### src/rtl/io_handshake_unit.sv
// io_handshake_unit: processor-side I/O handshakes for a switch/enter-button
// input path and a 32-bit display output path.
//
// Ports:
//   clk, rst        single clock, asynchronous active-high reset
//   in_req          processor asks for an input word (held until consumed)
//   in_ready        input word valid on in_data (held until in_req falls)
//   in_data         captured input word {16'b0, sw}
//   sw              raw switch value, sampled only on an accepted press
//   btn_enter       raw asynchronous enter button, active-high
//   waiting_input   request pending, no press accepted yet (LED)
//   new_out         processor asks to display out_data (held until out_done)
//   out_data        word to display
//   out_done        output accepted (held until new_out falls)
//   display         last accepted output word
module io_handshake_unit #(
  parameter logic [19:0] DEB_CYCLES = 20'd1000
) (
  input  logic        clk,
  input  logic        rst,
  input  logic        in_req,
  output logic        in_ready,
  output logic [31:0] in_data,
  input  logic [15:0] sw,
  input  logic        btn_enter,
  output logic        waiting_input,
  input  logic        new_out,
  input  logic [31:0] out_data,
  output logic        out_done,
  output logic [31:0] display
);

  localparam int unsigned CNT_W  = 20;
  localparam int unsigned DATA_W = 32;
  localparam int unsigned SW_W   = 16;

  typedef enum logic [1:0] {
    I_IDLE = 2'd0,
    I_WAIT = 2'd1,
    I_ACK  = 2'd2
  } in_state_t;

  typedef enum logic {
    O_IDLE = 1'b0,
    O_ACK  = 1'b1
  } out_state_t;

  logic             btn_s1;
  logic             btn_s2;
  logic [CNT_W-1:0] deb_cnt;
  logic             press;

  in_state_t         in_state;
  in_state_t         in_state_d;
  logic              in_ready_d;
  logic              waiting_d;
  logic [DATA_W-1:0] in_data_d;

  out_state_t        out_state;
  out_state_t        out_state_d;
  logic              out_done_d;
  logic [DATA_W-1:0] display_d;

  // Button synchronizer, saturating debounce counter and press pulse.
  // The pulse is raised in the cycle the counter reaches DEB_CYCLES; since
  // the counter then sits saturated, a new pulse needs the button to drop.
  always_ff @(posedge clk or posedge rst) begin
    if (rst) begin
      btn_s1  <= 1'b0;
      btn_s2  <= 1'b0;
      deb_cnt <= '0;
      press   <= 1'b0;
    end else begin
      btn_s1 <= btn_enter;
      btn_s2 <= btn_s1;
      press  <= btn_s2 && (deb_cnt != DEB_CYCLES) &&
                (deb_cnt == DEB_CYCLES - CNT_W'(1));
      if (!btn_s2) begin
        deb_cnt <= '0;
      end else if (deb_cnt != DEB_CYCLES) begin
        deb_cnt <= deb_cnt + CNT_W'(1);
      end
    end
  end

  // Input FSM state and registered outputs.
  always_ff @(posedge clk or posedge rst) begin
    if (rst) begin
      in_state      <= I_IDLE;
      in_ready      <= 1'b0;
      waiting_input <= 1'b0;
      in_data       <= '0;
    end else begin
      in_state      <= in_state_d;
      in_ready      <= in_ready_d;
      waiting_input <= waiting_d;
      in_data       <= in_data_d;
    end
  end

  // Input FSM next state; an abort (in_req low) beats a coincident press.
  always_comb begin
    in_state_d = I_IDLE;
    in_ready_d = 1'b0;
    waiting_d  = 1'b0;
    in_data_d  = in_data;
    case (in_state)
      I_IDLE: begin
        if (in_req) begin
          in_state_d = I_WAIT;
          waiting_d  = 1'b1;
        end
      end
      I_WAIT: begin
        if (!in_req) begin
          in_state_d = I_IDLE;
        end else if (press) begin
          in_state_d = I_ACK;
          in_ready_d = 1'b1;
          in_data_d  = {(DATA_W - SW_W)'(0), sw};
        end else begin
          in_state_d = I_WAIT;
          waiting_d  = 1'b1;
        end
      end
      I_ACK: begin
        if (in_req) begin
          in_state_d = I_ACK;
          in_ready_d = 1'b1;
        end
      end
      default: begin
        in_data_d = '0;
      end
    endcase
  end

  // Output FSM state and registered outputs.
  always_ff @(posedge clk or posedge rst) begin
    if (rst) begin
      out_state <= O_IDLE;
      out_done  <= 1'b0;
      display   <= '0;
    end else begin
      out_state <= out_state_d;
      out_done  <= out_done_d;
      display   <= display_d;
    end
  end

  // Output FSM next state; display is frozen while acknowledging.
  always_comb begin
    out_state_d = O_IDLE;
    out_done_d  = 1'b0;
    display_d   = display;
    case (out_state)
      O_IDLE: begin
        if (new_out) begin
          out_state_d = O_ACK;
          out_done_d  = 1'b1;
          display_d   = out_data;
        end
      end
      O_ACK: begin
        if (new_out) begin
          out_state_d = O_ACK;
          out_done_d  = 1'b1;
        end
      end
      default: begin
        display_d = '0;
      end
    endcase
  end

endmodule

### config.mk
export PLATFORM = sky130hd
export DESIGN_NAME = io_handshake_unit
export DESIGN_NICKNAME = d
export VERILOG_FILES = /design/src/rtl/io_handshake_unit.sv
export SDC_FILE = /design/constraint.sdc
export NUM_CORES = 1
export LEC_CHECK = 0
export ABC_CLOCK_PERIOD_IN_PS = 4100
export CAP_MARGIN = 25
export CORE_MARGIN = 2
export CORE_UTILIZATION = 35
export CTS_CLUSTER_DIAMETER = 200
export DETAILED_ROUTE_END_ITERATION = 7
export PLACE_DENSITY = 0.62
export REMOVE_ABC_BUFFERS = 1
export SLEW_MARGIN = 10
export SYNTH_ARGS = -nofsm -noshare
export SYNTH_HDL_FRONTEND = slang
export SYNTH_SLANG_ARGS = --single-unit
### constraint.sdc
create_clock -name clk -period 4.1 [get_ports clk]
set_clock_uncertainty 0.05 [all_clocks]
set_input_delay 0.41 -clock clk [delete_from_list [all_inputs] [get_ports clk]]
set_output_delay 0.41 -clock clk [all_outputs]
set_load 0.01 [all_outputs]
Yosys cells after proc, flatten, opt, wreduce, memory -nomap -nowiden
Cells that the tools add are included.

word-level totals
  input port bits = 53
  output and inout bits = 67
  register bits = 92
  logic and storage cells = 44

cells by class
  bitwise operators = 2
  equality and inequality tests = 7
  $add $sub $neg = 1
  reduce and logical (&&, ||, !) cells = 6
  multiplexer cells = 18

operators by type and width
  operator                                                                  count
  32-bit 2-to-1 mux                                                         2
  32-bit one-hot mux with 2 select lines                                    1
  20-bit 2-to-1 mux                                                         2
  20-bit by 1-bit adder with 20-bit output (second input constant)          1
  20-bit by 10-bit equality test with 1-bit output (second input constant)  1
  20-bit by 10-bit != test with 1-bit output (second input constant)        1
  1-bit 2-to-1 mux                                                          7
  2-bit 2-to-1 mux                                                          3
  2-bit one-hot mux with 3 select lines                                     1
  2-bit != test (second input constant)                                     2
  1-bit one-hot mux with 2 select lines                                     2
  3-bit AND reduction                                                       1
  2-bit by 1-bit equality test with 1-bit output (second input constant)    1
  2-bit equality test (second input constant)                               1
  1-bit logical AND                                                         2
  2-bit logical NOT                                                         1
  2-bit by 1-bit != test with 1-bit output (second input constant)          1
  1-bit NOT                                                                 2
  2-bit AND reduction                                                       1
  2-bit OR reduction                                                        1

Depth between registers and ports, before layout
Gate-level depths: netlist of the first run.

  depth in word-level cells = 4
  mapped depth = 7

Worst setup path after synthesis of the first run
Ideal clock, no wire load.

  kind = reg2reg
  start point = register in_state[1]
  end point = register in_data[10]
  arrival time = 1523 ps
  slack = 2461 ps
  library setup time = 66 ps
  cell stages (with the launch flop) = 8
  period minus slack after synthesis = 1639 ps
  buffers on the path = 2
  path through = dfrtp_1 > inv_1 > ha_1 > clkbuf_1 > a211o_1 > clkbuf_1 > nand2_1 > nand2_1

between the ends
  word-level cells in the longest chain between the ends = 4
  elaborated cells on any way between the ends = 9
  classes of those cells = eq/ne (4); mux (1); bitwise (1); reduce/logical (3)

RTL lines
  element                                                          RTL line  RTL
  from (decl)                                                      53        in_state_t in_state;
  from (signal assigned)                                           94        in_state <= in_state_d;
  2-bit equality test / 2-bit logical NOT (equally long branches)  107       case (in_state)
  2-bit OR reduction (no source line)                              n/a
  1-bit NOT (no source line)                                       n/a
  3-bit AND reduction (no source line)                             n/a
  to (signal assigned)                                             97        in_data <= in_data_d;
  to (decl)                                                        23        output logic [31:0] in_data,

Several ways; a longest one is shown, not always the timed one.
A chain may end at the register's enable or synchronous reset.

Worst setup path in the final report of the first run
  start point = register in_state[1]
  end point = register in_data[14]

Same word-level chain as after synthesis.

==> qor.txt, run 1 <==
flip-flop and latch count after synthesis: 76
delay contributed by the slowest stage of the critical path: 850 ps
Final #Nets: 456
warning count from the yosys run: 0
core utilization of the finished layout: 49.04%
kind of launch point of the worst setup path: register
required arrival time at the worst endpoint: 4320 ps
setup repair after global routing missed its margin: false
Final Non-Filler Cells: 534
power per cell area: 393.1 nW/µm²
number of cells produced by synthesis: 294
source-to-sink clock delay at the later pin of the worst-skew pair: 340 ps
initial core utilization: 35.54%
number of different library cells in the post-synthesis netlist: 44
Post-Synthesis Mean Instance Area: 11.60 µm²
Crit Path Class: reg2reg
total number of placement rows: 36
CP max FO: 20
Hold Fails Final Rpt: 0
Worst Hold Path EP: btn_s2$_DFF_PP0_
pin count of the biggest net entering global routing: 41
drt first-iter violations: 87
first-pass iteration count of the detailed router: 4
RR Startpoint: in_state[1]$_DFF_PP0_
fraction of registers with async set/reset: 100.0%
gr usage total: 14.74%
crit share post-route: 51.60%
cell type with the largest total area after synthesis: sky130_fd_sc_hd__dfrtp_1
kind of end point of the critical path: register
global-route wire length before repair: 12050 µm
arrival time of the worst setup path: 2330 ps
result of the run: complete, no violations
Setup Fix Bufs, Post-CTS: 0
peak ir drop on the vdd network: 0.1824 mV
via density per instance: 4.642
total wire length after detailed routing: 7588 µm
wire length per cell after detailed routing: 14.21 µm
number of hold-repair buffers added at the cts stage: 0
Placed Cells: 519
count of clock tree sinks: 76
startpoint of the lowest-slack hold path: btn_s1$_DFF_PP0_
die boundary height: 102.7 µm
clock root buffer master: sky130_fd_sc_hd__clkbuf_8
Port Buffer Count: 103
fraction of final layout cells with drive strength greater than 1: 14.96%
diode insertion count for antenna repair: 0
Max Cap Viol: 0
clock tree from TritonCTS: yes
number of gates given a new drive strength after cts: 0
Min Clock Period, post-route: 2116 ps
GR Overflow Total: 0
Top Ports: 120
setup violation total in the final timing report: 0
total number of H-tree levels: 3
Relative slew margins: 37.45%
number of nets still failing antenna checks after routing: 0
final weighted congestion in routability-driven placement: 0.7699
proportion of netlist area held by the largest area contributor: 55.78%
leakage power: 2.010 nW
Die Area: 10550 µm²
Bufs and invs on worst path: 1
layout overhead on the synthesized area: 37.98%
register-to-register path setup slack: 1980 ps
hold path cells: 0
via count of the first global-routing pass: 2346
drc violations: 0
total via count in the routed design: 2479
total negative slack: 0 ps
length in cells of the worst reg-to-reg path: 5
reg-to-reg critical path endpoint: in_data[14]$_DFFE_PP0P_
clock transition at the register clock pins on the worst setup and hold paths after CTS: 80 ps
total CTS buffers: 9
overall die width: 102.7 µm
Worst Tran Pin Value: 936.5 ps
kind of path behind the tightest hold check: reg2reg
post-layout power: 1.850 mW
CP top delay family: compound AO/OA/AOI/OAI gates
cell-by-cell listing of the critical path: inv_1, ha_1, a211oi_2, nand3_1, nand2_1
number of max-slew violations in the final report: 0
most frequently used flop master after synthesis: sky130_fd_sc_hd__dfrtp_1
buffers from clock root to sink, at most: 2
share of the yosys chip area belonging to registers: 55.78%
cell with the most instances after synthesis: sky130_fd_sc_hd__dfrtp_1
most frequent cells after synthesis: sky130_fd_sc_hd__dfrtp_1 (76), sky130_fd_sc_hd__nand2_1 (45), sky130_fd_sc_hd__mux2_2 (30), sky130_fd_sc_hd__nand3_1 (22), sky130_fd_sc_hd__buf_4 (16)
Cell Area, Synth: 3410 µm²
main area contributors after synthesis: sky130_fd_sc_hd__dfrtp_1 (56%), sky130_fd_sc_hd__mux2_2 (9.9%), sky130_fd_sc_hd__nand2_1 (5.0%)
CP max stage cell: sky130_fd_sc_hd__a211oi_2
number of antenna violations at the first check in global routing: 0
number of enable flip-flop cells after synthesis: 0
Peak Freq: 472.7 MHz
HPWL Detailed: 5417 µm
core box area: 9594 µm²
[worst register-to-register path, delay by kind of cell (launching register included)]
kind                     cells  cell delay, ps
adder cells (fa/ha/maj)      1             410
flip-flops                   1             380
buffers and inverters        1              70
AO/OA/AOI/OAI                1             860
AND/OR/NAND/NOR              2             280
[flip-flops by register name, indices dropped and copies added (netlist names)]
signal         flops
in_ready           1
btn_s1             1
btn_s2             1
in_data           16
in_state           2
deb_cnt           20
waiting_input      1
press              1
out_state          1
display           32
[metrics by stage]
stage	worst slack (ps)	instance area (µm²)	hold slack [ps]
finish	1984	4705	297.5
global placement	1882	4489	284.9
CTS	1962	4705	308.6
global route	1705	4705	301.4
floorplan	1640	3267	281.2
detailed placement	1861	4489	291.3
[placed cells by master (no fill, tap or decap), types with 4 or more instances in the layout]
cell / netlist / routed
sky130_fd_sc_hd__mux2_2: 30 / 30
sky130_fd_sc_hd__ha_1: 6 / 6
sky130_fd_sc_hd__xnor2_1: 5 / 5
sky130_fd_sc_hd__o21ai_0: 4 / 4
sky130_fd_sc_hd__a21oi_1: 9 / 9
sky130_fd_sc_hd__nor3_1: 5 / 5
sky130_fd_sc_hd__clkdlybuf4s50_1: 0 / 103
sky130_fd_sc_hd__clkbuf_8: 1 / 10
sky130_fd_sc_hd__xor2_1: 5 / 5
sky130_fd_sc_hd__dfrtp_1: 76 / 76
sky130_fd_sc_hd__nor2_1: 9 / 9
sky130_fd_sc_hd__nand4_1: 4 / 4
sky130_fd_sc_hd__nand3_1: 22 / 22
sky130_fd_sc_hd__inv_1: 6 / 5
sky130_fd_sc_hd__nand2_1: 45 / 45
sky130_fd_sc_hd__conb_1: 1 / 16
[routing by layer]
layer	routed length (µm)	share of wire, %	vias to the layer above	track usage [%]
met1	3416	45	1214	20.62
met2	3645	48	70	22.27
met5	0	0	-	0
met3	383	5.0	11	2.712
li1	-	-	1184	-
met4	142	1.9	0	6.769
[logic make-up after synthesis]
logic type | after synthesis | synth area share [%]
AOI/OAI and AO/OA | 19 | 3.413
xor gates and xnor gates | 10 | 2.569
adders and majority gates | 6 | 2.202
buffers and inverters | 36 | 6.605
DFF | 76 | 55.78
muxes | 34 | 11.16
other | 1 | 0.1100
and+or+nand+nor | 112 | 18.17
[layout make-up]
class,instances,area [µm²]
Fill cell,875,4890
Sequential cell,76,1902
Multi-Input combinational cell,197,1341
Timing Repair Buffer,106,1054
Tap cell,133,166.4
Clock buffer,11,141.4
Clock inverter,4,73.82
Inverter,7,26.28
[report_power, final]
group	internal, mW	total [mW]	switching, mW
sequential	0.822	0.860	0.0386
clock	0.357	0.635	0.278
combinational	0.212	0.354	0.142
total	1.39	1.85	0.458
[how the worst max path moves through the flow]
stage,start,end,slack (ps),cells past startpoint
after CTS,in_state[1]$_DFF_PP0_,in_data[10]$_DFFE_PP0P_,1960,5
after detailed placement,in_req,in_data[10]$_DFFE_PP0P_,1860,5
final,in_state[1]$_DFF_PP0_,in_data[14]$_DFFE_PP0P_,1980,5
after global placement,in_req,in_data[4]$_DFFE_PP0P_,1880,5
after global routing,in_state[1]$_DFF_PP0_,in_data[14]$_DFFE_PP0P_,1700,5
after floorplan,out_state$_DFF_PP0_,display[0]$_DFFE_PP0P_,1640,2
(Power assumes the default switching activity.)
==> inputs of run 2 (changes only) <==
--- a/config.mk
+++ b/config.mk
@@ -5,13 +5,13 @@
 export SDC_FILE = /design/constraint.sdc
 export NUM_CORES = 1
 export LEC_CHECK = 0
-export ABC_CLOCK_PERIOD_IN_PS = 4100
+export ABC_CLOCK_PERIOD_IN_PS = 1800
 export CAP_MARGIN = 25
 export CORE_MARGIN = 2
 export CORE_UTILIZATION = 35
 export CTS_CLUSTER_DIAMETER = 200
 export DETAILED_ROUTE_END_ITERATION = 7
-export PLACE_DENSITY = 0.62
+export PLACE_DENSITY = 0.64
 export REMOVE_ABC_BUFFERS = 1
 export SLEW_MARGIN = 10
 export SYNTH_ARGS = -nofsm -noshare
==> constraint.sdc (replaced) <==
create_clock -name clk -period 1.8 [get_ports clk]
set_clock_uncertainty 0.05 [all_clocks]
set_input_delay 0.18 -clock clk [delete_from_list [all_inputs] [get_ports clk]]
set_output_delay 0.18 -clock clk [all_outputs]
set_load 0.01 [all_outputs]
==> qor.txt, run 2 (synthesis gave the netlist of run 1 again) <==
length in cells of the worst reg-to-reg path: 3 (was 5)
area taken by multi-input logic gates: 1345 µm² (was 1341 µm²)
GR Overflow Total: 0 (unchanged)
Relative slew margins: 65.16% (was 37.45%)
clock transition at the register clock pins on the worst setup and hold paths after CTS: 80 ps (about the same)
kind of path behind the tightest hold check: in2async (was reg2reg)
via count of the first global-routing pass: 2403 (was 2346)
initial core utilization: 35.54% (unchanged)
total negative slack: 0 ps (unchanged)
arrival time of the worst setup path: 1910 ps (was 2330 ps)
drc violations: 0 (unchanged)
routed length on met3: 495 µm (was 383 µm)
total number of H-tree levels: 3 (unchanged)
Placed Cells: 527 (was 519)
Min Clock Period, post-route: 1701 ps (was 2116 ps)
Largest register FFs: 32 (unchanged)
CP max FO: 3 (was 20)
placement-stage worst setup slack: 47.75 ps (was 1861 ps)
final weighted congestion in routability-driven placement: 0.7541 (was 0.7699)
most common cell after layout, fill and taps aside: sky130_fd_sc_hd__clkdlybuf4s50_1 (unchanged)
total wire length after detailed routing: 7240 µm (was 7588 µm)
count of clock tree sinks: 76 (unchanged)
Reg area: 1902 µm² (unchanged)
core box area: 9594 µm² (unchanged)
Port Buffer Count: 103 (unchanged)
number of max-slew violations in the final report: 0 (unchanged)
gr usage total: 13.63% (was 14.74%)
Peak Freq: 588.0 MHz (was 472.7 MHz)
peak ir drop on the vdd network: 0.3756 mV (was 0.1824 mV)
cell area after placement: 4574 µm² (was 4489 µm²)
Crit Path Class: reg2reg (unchanged)
Hold Fails Final Rpt: 0 (unchanged)
result of the run: complete, no violations (unchanged)
Max Cap Viol: 0 (unchanged)
total CTS buffers: 9 (unchanged)
via density per instance: 4.542 (was 4.642)
buffers from clock root to sink, at most: 2 (unchanged)
highest routed metal layer: met4 (unchanged)
Final Non-Filler Cells: 544 (was 534)
Design Area, Final: 4777 µm² (was 4705 µm²)
wire length per cell after detailed routing: 13.31 µm (was 14.21 µm)
number of antenna violations at the first check in global routing: 0 (unchanged)
biggest registers after layout: display: 32 flops, deb_cnt: 20 flops, in_data: 16 flops (unchanged)
kind of end point of the critical path: register (unchanged)
Worst Slack Setup Final: 99.30 ps (was 1984 ps)
drt first-iter violations: 97 (was 87)
layout overhead on the synthesized area: 40.11% (was 37.98%)
Fin Hold WS: 99.20 ps (was 297.5 ps)
number of hold-repair buffers added at the cts stage: 0 (unchanged)
overall die width: 102.7 µm (unchanged)
register-to-register path setup slack: 100 ps (was 1980 ps)
WL met2: 3442 µm (was 3645 µm)
total number of placement rows: 36 (unchanged)
leakage power: 2.048 nW (was 2.010 nW)
fraction of final layout cells with drive strength greater than 1: 17.27% (was 14.96%)
Final #Nets: 465 (was 456)
commonest cells after routing, fill and taps aside: sky130_fd_sc_hd__clkdlybuf4s50_1 (103), sky130_fd_sc_hd__dfrtp_1 (76), sky130_fd_sc_hd__nand2_1 (45) (unchanged)
Worst Tran Pin Value: 519.4 ps (was 936.5 ps)
required arrival time at the worst endpoint: 2010 ps (was 4320 ps)
number of nets still failing antenna checks after routing: 0 (unchanged)
total via count in the routed design: 2471 (was 2479)
setup violation total in the final timing report: 0 (unchanged)
Top Ports: 120 (unchanged)
clock tree from TritonCTS: yes (unchanged)
pin count of the biggest net entering global routing: 36 (was 41)
die boundary height: 102.7 µm (unchanged)
crit share post-route: 94.48% (was 51.60%)
RR Startpoint: deb_cnt[11]$_DFFE_PP0P_ (was in_state[1]$_DFF_PP0_)
Biggest register: display (unchanged)
diode insertion count for antenna repair: 0 (unchanged)
core utilization of the finished layout: 49.79% (was 49.04%)
post-layout power: 4.048 mW (was 1.850 mW)
first-pass iteration count of the detailed router: 4 (unchanged)
worst setup path startpoint: deb_cnt[11]$_DFFE_PP0P_ (was in_state[1]$_DFF_PP0_)
clock root buffer master: sky130_fd_sc_hd__clkbuf_8 (unchanged)
reg-to-reg critical path endpoint: deb_cnt[0]$_DFFE_PP0P_ (was in_data[14]$_DFFE_PP0P_)
global-route wire length before repair: 11190 µm (was 12050 µm)
detailed-routing wirelength on met1: 3227 µm (was 3416 µm)
power per cell area: 847.5 nW/µm² (was 393.1 nW/µm²)
source-to-sink clock delay at the later pin of the worst-skew pair: 340 ps (about the same)
Die Area: 10550 µm² (unchanged)
HPWL Detailed: 5292 µm (was 5417 µm)
kind of launch point of the worst setup path: register (unchanged)
number of fill cells: 874 (was 875)
-- run 2: worst max path at each step --
| stage | to | slack (ps) | cells past startpoint |
|---|---|---|---|
| final | deb_cnt[0]$_DFFE_PP0P_ | 100 | 3 |
| after global routing | deb_cnt[16]$_DFFE_PP0P_ | -10 | 4 |
| after CTS | deb_cnt[0]$_DFFE_PP0P_ | 30 | 4 |
| after detailed placement | deb_cnt[0]$_DFFE_PP0P_ | 50 | 4 |
| after global placement | deb_cnt[1]$_DFFE_PP0P_ | 120 | 4 |
| after floorplan | display[0]$_DFFE_PP0P_ | -660 | 2 |
-- run 2: cell type report --
class	instances	area share, %
sequential	76	39.81
multi-input combinational	197	28.16
timing repair buffer	115	23.99
tap	133	3.484
clock buffer	10	2.672
clock inverter	6	1.336
inverter	7	0.5500
-- run 2: worst max-delay path, cell delays in order, from the launching register on --
cell and delay, ps:
sky130_fd_sc_hd__dfrtp_1 410, sky130_fd_sc_hd__or4_4 570, sky130_fd_sc_hd__nor4_4 370, sky130_fd_sc_hd__mux2i_1 230
-- run 2: power by group --
| group | internal, mW | total [mW] | switching [mW] |
|---|---|---|---|
| logic | 0.499 | 0.825 | 0.326 |
| registers | 1.87 | 1.96 | 0.0850 |
| clock network | 0.641 | 1.27 | 0.625 |
-- run 2: what timing repair did --
item | in CTS | in global routing
setup endpoints to repair | 0 | 5
setup buffers | 0 | 1
gates resized for setup | 0 | 2
-- run 2: per-layer routing --
| metal | GRT usage [%] | vias up |
|---|---|---|
| met2 | 22.12 | 75 |
| met3 | 3.525 | 6 |
| met4 | 5.128 | 0 |
| met5 | 0 | - |
| li1 | - | 1207 |
| met1 | 17.61 | 1183 |
==> inputs of run 3 (changes only) <==
--- a/config.mk
+++ b/config.mk
@@ -13,7 +13,7 @@
 export DETAILED_ROUTE_END_ITERATION = 7
 export PLACE_DENSITY = 0.64
 export REMOVE_ABC_BUFFERS = 1
-export SLEW_MARGIN = 10
+export SLEW_MARGIN = 30
 export SYNTH_ARGS = -nofsm -noshare
 export SYNTH_HDL_FRONTEND = slang
 export SYNTH_SLANG_ARGS = --single-unit
==> results of run 3 <==
Same layout as run 2: the final DEF is identical, and so are final timing and power.
